--- src/rtl/serial_comparator_di.sv ---
// Bit-serial magnitude comparator: one LSB-first "less-than" cell evaluated per clock.
// Define SERIAL_CMP_SIGNED_EN to compare two's-complement operands instead of unsigned.
module serial_comparator_di #(
    parameter int WIDTH = 8,
    parameter int CNT_W = $clog2(WIDTH + 1)
) (
    input  logic             clk,
    input  logic             rst,
    input  logic             start,
    input  logic [WIDTH-1:0] A,
    input  logic [WIDTH-1:0] B,
    output logic             busy,
    output logic             done,
    output logic             lt,
    output logic             eq,
    output logic             gt,
    output logic             N
);

    typedef enum logic [1:0] {
        IDLE  = 2'd0,
        SHIFT = 2'd1,
        DONE  = 2'd2
    } state_t;

    localparam logic [CNT_W-1:0] LAST_CNT = CNT_W'(WIDTH - 1);
    localparam logic [CNT_W-1:0] CNT_ONE  = CNT_W'(1);

    state_t           state;
    state_t           state_next;
    logic [WIDTH-1:0] sa;
    logic [WIDTH-1:0] sb;
    logic [CNT_W-1:0] cnt;
    logic             n;
    logic             e;
    logic             load;
    logic             step;
    logic             last;
    logic             a_bit;
    logic             b_bit;
    logic             n_next;
    logic             e_next;

    // The typical cell. In the signed build the MSB is a sign bit, so its
    // sense is inverted for the ordering term; equality uses raw bits.
    always_comb begin
        last = (cnt == LAST_CNT);
`ifdef SERIAL_CMP_SIGNED_EN
        a_bit = last ? ~sa[0] : sa[0];
        b_bit = last ? ~sb[0] : sb[0];
`else
        a_bit = sa[0];
        b_bit = sb[0];
`endif
        n_next = (n & (~a_bit | b_bit)) | (~a_bit & b_bit);
        e_next = e & ~(sa[0] ^ sb[0]);
    end

    always_ff @(posedge clk or posedge rst) begin
        if (rst) begin
            state <= IDLE;
        end else begin
            state <= state_next;
        end
    end

    always_comb begin
        state_next = state;
        busy       = 1'b0;
        done       = 1'b0;
        load       = 1'b0;
        step       = 1'b0;
        case (state)
            IDLE: begin
                if (start) begin
                    load       = 1'b1;
                    state_next = SHIFT;
                end
            end
            SHIFT: begin
                busy = 1'b1;
                step = 1'b1;
                if (last) begin
                    state_next = DONE;
                end
            end
            DONE: begin
                done = 1'b1;
                if (start) begin
                    load       = 1'b1;
                    state_next = SHIFT;
                end else begin
                    state_next = IDLE;
                end
            end
            default: begin
                state_next = IDLE;
            end
        endcase
    end

    // Datapath: operand shifters, chain/equality registers and held results.
    always_ff @(posedge clk or posedge rst) begin
        if (rst) begin
            sa  <= '0;
            sb  <= '0;
            cnt <= '0;
            n   <= 1'b0;
            e   <= 1'b0;
            lt  <= 1'b0;
            eq  <= 1'b0;
            gt  <= 1'b0;
        end else if (load) begin
            sa  <= A;
            sb  <= B;
            cnt <= '0;
            n   <= 1'b0;
            e   <= 1'b1;
        end else if (step) begin
            sa  <= sa >> 1;
            sb  <= sb >> 1;
            cnt <= cnt + CNT_ONE;
            n   <= n_next;
            e   <= e_next;
            if (last) begin
                lt <= n_next;
                eq <= e_next;
                gt <= ~n_next & ~e_next;
            end
        end
    end

    assign N = n;

endmodule

--- config.mk ---
export PLATFORM = sky130hd
export DESIGN_NAME = serial_comparator_di
export DESIGN_NICKNAME = d
export VERILOG_FILES = /design/src/rtl/serial_comparator_di.sv
export SDC_FILE = /design/constraint.sdc
export NUM_CORES = 1
export LEC_CHECK = 0
export CAP_MARGIN = 20
export CELL_PAD_IN_SITES_DETAIL_PLACEMENT = 0
export CELL_PAD_IN_SITES_GLOBAL_PLACEMENT = 1
export CORE_MARGIN = 8
export CORE_UTILIZATION = 45
export CTS_BUF_LIST = sky130_fd_sc_hd__clkbuf_16
export DETAILED_ROUTE_END_ITERATION = 8
export DONT_BUFFER_PORTS = 1
export PLACE_DENSITY_LB_ADDON = 0.2
export SYNTH_ARGS = -nofsm -noshare
export SYNTH_HDL_FRONTEND = slang
export SYNTH_SLANG_ARGS = --single-unit
--- constraint.sdc ---
create_clock -name clk -period 2.9 [get_ports clk]
set_input_delay 0.29 -clock clk [delete_from_list [all_inputs] [get_ports clk]]
set_output_delay 0.29 -clock clk [all_outputs]
set_load 0.02 [all_outputs]
==> impl_metrics.py <==
metrics = {
    "die": {
        "io_pins": 25,
        "rows": 19,
        "coreArea_um2": 2660,
        "die_area_um2": 4620,
        "die_y_um": 68.0,
        "die_x_um": 68.0,
        "initial_core_util_pct": 45.7,
    },
    "place": {
        "io_buffer_count": 0,
        "place.gp.congestion": 0.785,
        "dp_hpwl_um": 1710,
        "placed_cells": 140,
    },
    "cts": {
        "tritoncts": "yes",
        "cts.sinks": 27,
        "cts_root_buffer": "clkbuf_16",
        "cts_setup_buffers": 0,
        "cts_hold_buf": 0,
        "clock_latency_ns": 0.25,
        "numCtsBuffers": 3,
        "htreeDepth": 1,
        "clockBufferDepth": 2,
        "cts_resized": 0,
        "clk_pin_slew_worst_paths_ns": 0.06,
    },
    "synth": {
        "syn_area_per_cell_um2": 10.6,
        "synth_edf_count": 0,
        "ys_warn_count": 0,
        "synth_area_leaders": "dfrtp_1 56%, a22oi_1 6.2%, nand2_1 5.9%, nand3_1 4.5%, ha_1 3.1%",
        "syn_nets": 137,
        "netlist_area_um2": 1220,
        "ys_async_sr_fraction_pct": 100,
        "yosysTopAreaCell": "dfrtp_1",
        "synth_cells": 115,
        "ys_seq_area_share_pct": 55.6,
        "synth_cell_types": 28,
        "synth_ff_type": "dfrtp_1",
        "synth_top_area_share_pct": 55.6,
        "synth-seq-cells": 27,
    },
    "sta": {
        "tightestPinTransition_ns": 0.692,
        "min_period_ns": 1.71,
        "fin_skew_ns": 0.00167,
        "final-max-slew-violation-count": 0,
        "maxSlewHeadroom_pct": 53.9,
        "fin_crit_sh_pct": 59.0,
        "rsz0062_at_grt": "no",
        "finalSetupViolCount": 0,
        "hold_viol": 0,
        "fin_setup_tns_ns": 0,
        "fmax_ghz": 0.585,
    },
    "finish": {
        "final_cells": 146,
        "nNetsFinal": 138,
        "area_delta_synth_final_pct": 10.1,
        "final_layout_size_suffix_gt1_share_pct": 8.70,
        "n_antenna_cell": 0,
    },
    "global_routing": {
        "grt_pass1_wl_um": 4240,
        "grt_max_degree": 28,
        "groute.usage.overall_pct": 11.8,
        "antenna_found_initial": 0,
        "grt_remaining_overflow": 0,
        "grt_pass1_vias": 860,
    },
    "min_path": {
        "hold_depth": 1,
        "hold_path.class": "in -> reg",
        "min_to": "sb[7]",
        "min_from": "B[7]",
    },
    "power": {
        "swShare_pct": 37.3,
        "cell_internal_pwr_w": 0.000945,
        "sequentialPowerShare_pct": 45.6,
        "p_comb_share_pct": 34.3,
        "ir_drop_mv": 0.599,
        "p_sw_w": 0.000562,
        "powerDensity_nw_per_um2": 1130,
        "clkPwrFrac_pct": 20.1,
        "power.leakage_nw": 0.649,
    },
    "detailed_routing": {
        "firstDrtPassIters": 4,
        "viasPerCell": 5.72,
        "ant_nets": 0,
        "avgRoutedWirePerCell_um": 16.7,
        "drc_errors": 0,
        "wirelength_um": 2440,
        "num_vias": 835,
        "first_iter_violations": 35,
    },
    "critical_path": {
        "slowest_delay_ns": 0.44,
        "worstSetupPathType": "reg -> reg",
        "r2r-start": "state[1]",
        "regToRegSetupSlack_ns": 1.19,
        "cp_slowest_cell": "inv_2",
        "rr_worst_depth": 4,
        "startpoint_type": "flip-flop",
        "crit_path_end_kind": "flip-flop",
        "worstPathRequired_ns": 3.05,
        "rr_endpoint": "N",
        "cp_max_fo": 22,
        "critPathArrivalTime_ns": 1.86,
        "cp_cell_sequence": "nand2b_1 > inv_2 > nor2_1 > a22o_1",
    },
    "run_status": {
        "status": "completed",
    },
    "job": {
        "maxCapViolations": 0,
    },
}
==> through the flow <==
step	total power [W]	setup WS [ns]	hold WS (ns)	instance area, um^2	utilization [%]
2_1_floorplan	0.00112	1.57	0.343	1220	-
3_3_place_gp	0.00120	1.27	0.434	1220	45.9
3_5_place_dp	0.00121	1.19	0.438	1220	45.9
4_1_cts	0.00152	1.17	0.165	1300	48.9
5_1_grt	0.00165	1.04	0.166	1340	50.3
6_report	0.00151	1.19	0.168	1340	50.3
==> kinds of logic after synthesis <==
logic type	share of synthesized area [%]
compound gates	14.3
buf+inv	5.76
fa+ha+maj	3.09
xor+xnor	0.720
mux	3.50
flops	55.6
simple gates	17.1
==> critical path: cells and delay by family (launching register included) <==
kind,cells,cell delay [ns]
flops,1,0.38
buf+inv,1,0.44
compound gates,1,0.27
simple gates,2,0.50
==> worst max path at each step <==
stage | slack (ns) | startpoint | to | depth (start not counted)
2_1_floorplan | 1.57 | state[1] | gt | 4
3_3_place_gp | 1.27 | state[1] | N | 4
3_5_place_dp | 1.19 | state[1] | N | 4
4_1_cts | 1.17 | state[1] | N | 4
5_1_grt | 1.04 | state[1] | N | 4
6_report | 1.19 | state[1] | N | 4
==> power by group through the flow <==
stage               Combinational (W)  Clock [W]  Sequential, W
finish                       0.000518   0.000303       0.000687
global route                 0.000608   0.000327       0.000714
CTS                          0.000521   0.000311       0.000689
detailed placement           0.000519          0       0.000693
global placement             0.000506          0       0.000693
floorplan                    0.000455          0       0.000664
==> placed cells by master (no fill, tap or decap), types with 3 or more instances in the layout <==
cell type and count:
nand3_1 11, nand2_1 19, a22oi_1 10, ha_1 3
clkbuf_16 3, a22o_1 4, nor2_1 4, o21ai_0 3
inv_1 6, dfrtp_1 27
==> Yosys cell counts, types with 2 or more instances <==
master and number:
a31oi_1 2, inv_1 5, nand2b_1 2, mux2_2 2, nor3_1 2, dfrtp_1 27, buf_2 5, nand2_1 19
a22oi_1 10, ha_1 3, a221o_1 2, mux2i_1 2, a22o_1 4, nor2_1 4, o21ai_0 3, nand3_1 11
==> routing by layer <==
layer  vias to the layer above  wire length (um)  track usage, %
met1                       408              1130            17.0
met3                         2               199            3.44
met4                         0                21            3.84
li1                        401                 -               -
met5                         -                 0               0
met2                        24              1080            16.5
==> sequential cells by signal, indices dropped and copies added (netlist names) <==
register  flops
cnt           4
N             1
eq            1
sb            8
lt            1
e             1
state         2
gt            1
sa            8
==> final cells by class <==
cell class,instances,area (um^2)
clock buffer,3,75.1
clock inverter,1,3.75
fill,269,1320
inverter,6,22.5
multi-input combinational,74,470
sequential,27,676
tap,31,38.8
timing repair buffer,4,52.6
No activity file was read; power rests on OpenSTA's default activity.
==> patch (config.mk and constraints unchanged) <==
Set the parameter `WIDTH` to 16 (it was 8).
--- a/src/rtl/serial_comparator_di.sv
+++ b/src/rtl/serial_comparator_di.sv
@@ -1,7 +1,7 @@
 // Bit-serial magnitude comparator: one LSB-first "less-than" cell evaluated per clock.
 // Define SERIAL_CMP_SIGNED_EN to compare two's-complement operands instead of unsigned.
 module serial_comparator_di #(
-    parameter int WIDTH = 8,
+    parameter int WIDTH = 16,
     parameter int CNT_W = $clog2(WIDTH + 1)
 ) (
     input  logic             clk,
Interface: changed (resized A and B); port bits go from 25 to 41. The function was not compared with the original's and may differ.
==> patch against the original RTL <==
Wire length rose by 68%; worst setup slack gained 95 ps; fmax is 5.9% higher; core utilization fell by 1.2 points; power up 62%; sequential share of layout area increased by 1.8 points; cell area grew 57%; sequential cell count rose by 17; area after synthesis up 63%; critical path depth up 2; via count rose by 65%.
==> patch: results (changes against the original RTL) <==
| Metric | Value |
|---|---|
| Met2 WL | `1934 um (+79%)` |
| Crit path DAT | `1780 ps (-80 ps)` |
| Worst r2r dst | `gt` |
| DRT Pass-1 Iters | `5 (+1)` |
| Hold Crit Class | `in -> async` |
| Placement Cell Area | `1968 um^2 (+61%)` |
| Power density over the cells | `1160 nW/um^2 (+3.0%)` |
| P_clk | `0.525 mW (+73%)` |
| Sequential-to-total area share from yosys stat | `0.5570 (+0.001406)` |
| GRT Overall Usage | `0.1282 (+0.009893)` |
| Routability cong. | `0.7717 (-1.7%)` |
| Wire length per cell | `17.23 um (+3.3%)` |
| Final setup violating endpoints | `0 (unchanged)` |
| Worst Clk Skew | `4.782 ps (+3.111 ps)` |
| Leakage | `1.022 nW (+57%)` |
| GR Util met3 | `0.05844 (+0.02407)` |
| Vias in the first global route | `1,339 (+56%)` |
| Slowest CP cell | `dfrtp_1` |
| Worst-skew pair later-pin latency | `280 ps (+30 ps)` |
| Metal-1 WL | `1777 um (+57%)` |
| First-pass GRT wire length | `6658 um (+57%)` |
| Switching power | `0.9191 mW (+63%)` |
| H-tree Lvls | `2 (+1)` |
| Post-place setup slack | `1313 ps (+128.2 ps)` |
| Crit Path Max Fanout | `5 (-77%)` |
| Clock transition at the registers of the reported paths | `60 ps (about the same)` |
| Top post-synthesis cells by area | `dfrtp_1 (56%), a22oi_1 (10%), nand3_1 (7.1%)` |
| Share of post-route cells with drive strength above 1 | `0.08065 (-0.006311)` |
| Largest area contributor in the netlist | `dfrtp_1` |
| Inst Count DP | `230 (+64%)` |
| Cts bufs inserted | `5 (+2)` |
| Detailed placement HPWL | `2705 um (+58%)` |
| Initial DRC Count | `113 (+220%)` |
| Outcome | `finished clean` |
| Met1 usage | `0.1599 (-0.01036)` |
| Max VDD drop | `0.0004277 V (-29%)` |
| Slew HR | `0.4051 (-0.1337)` |
| Post-synthesis adder-cell area fraction | `0.02532 (-0.005548)` |
| Largest net degree at the start of global routing | `45 (+61%)` |
| Worst reg2reg path depth | `6 (+2)` |
| Mux cell area share after synthesis | `0.01013 (-0.02485)` |
| Post-synth top cells | `dfrtp_1 (44), nand2_1 (32), nand3_1 (28)` |
| Synth Area in XOR/XNOR | `0 (-0.007202)` |
| Minimum hold slack | `81.57 ps (-86.62 ps)` |
| Synth Area in Compound Gates | `0.1684 (+0.02535)` |
| Seq pwr | `1.10 mW (+60%)` |
| Critical path's top delay family | `adder cells` |
| WL met3 | `370 um (+86%)` |
| Met2 Use GR | `0.1926 (+0.02734)` |
| Max stage delay on crit path | `410 ps (-30 ps)` |
| Vias per std cell | `5.790 (+1.2%)` |
| Distinct cell type count after synthesis | `29 (+3.6%)` |
| Biggest regs | `sa x16, sb x16, cnt x5` |
| Total wire length | `4101 um (+68%)` |
| Critical R2R Launch | `cnt[0]` |
-- patch: cell types whose count changed after synthesis, sizes merged, moves of 2 or more --
cell / unedited run / this run
a22oi: 10 / 27
dfrtp: 27 / 44
nand3: 11 / 28
nand2: 19 / 33
buf: 7 / 15
a21oi: 0 / 2
mux2: 2 / 0
o2bb2ai: 0 / 2
-- patch: worst max-delay path by stage --
stage,to,depth (start not counted),slack (ps),start
after floorplan,gt,6,1410,cnt[0]
after global placement,gt,6,1360,cnt[0]
after detailed placement,gt,6,1310,cnt[0]
after CTS,gt,6,1280,cnt[0]
after global routing,gt,6,1200,cnt[0]
final,gt,6,1280,cnt[0]
-- patch: area by class of cell --
| class | count | area [um^2] |
|---|---|---|
| clock inverters | 3 | 15.01 |
| fillers | 407 | 2186 |
| clock buffers | 5 | 125.1 |
| flip-flops and latches | 44 | 1101 |
| multi-input cells | 124 | 748.2 |
| well taps | 52 | 65.06 |
| repair buffers | 3 | 22.52 |
| inverters | 7 | 31.28 |
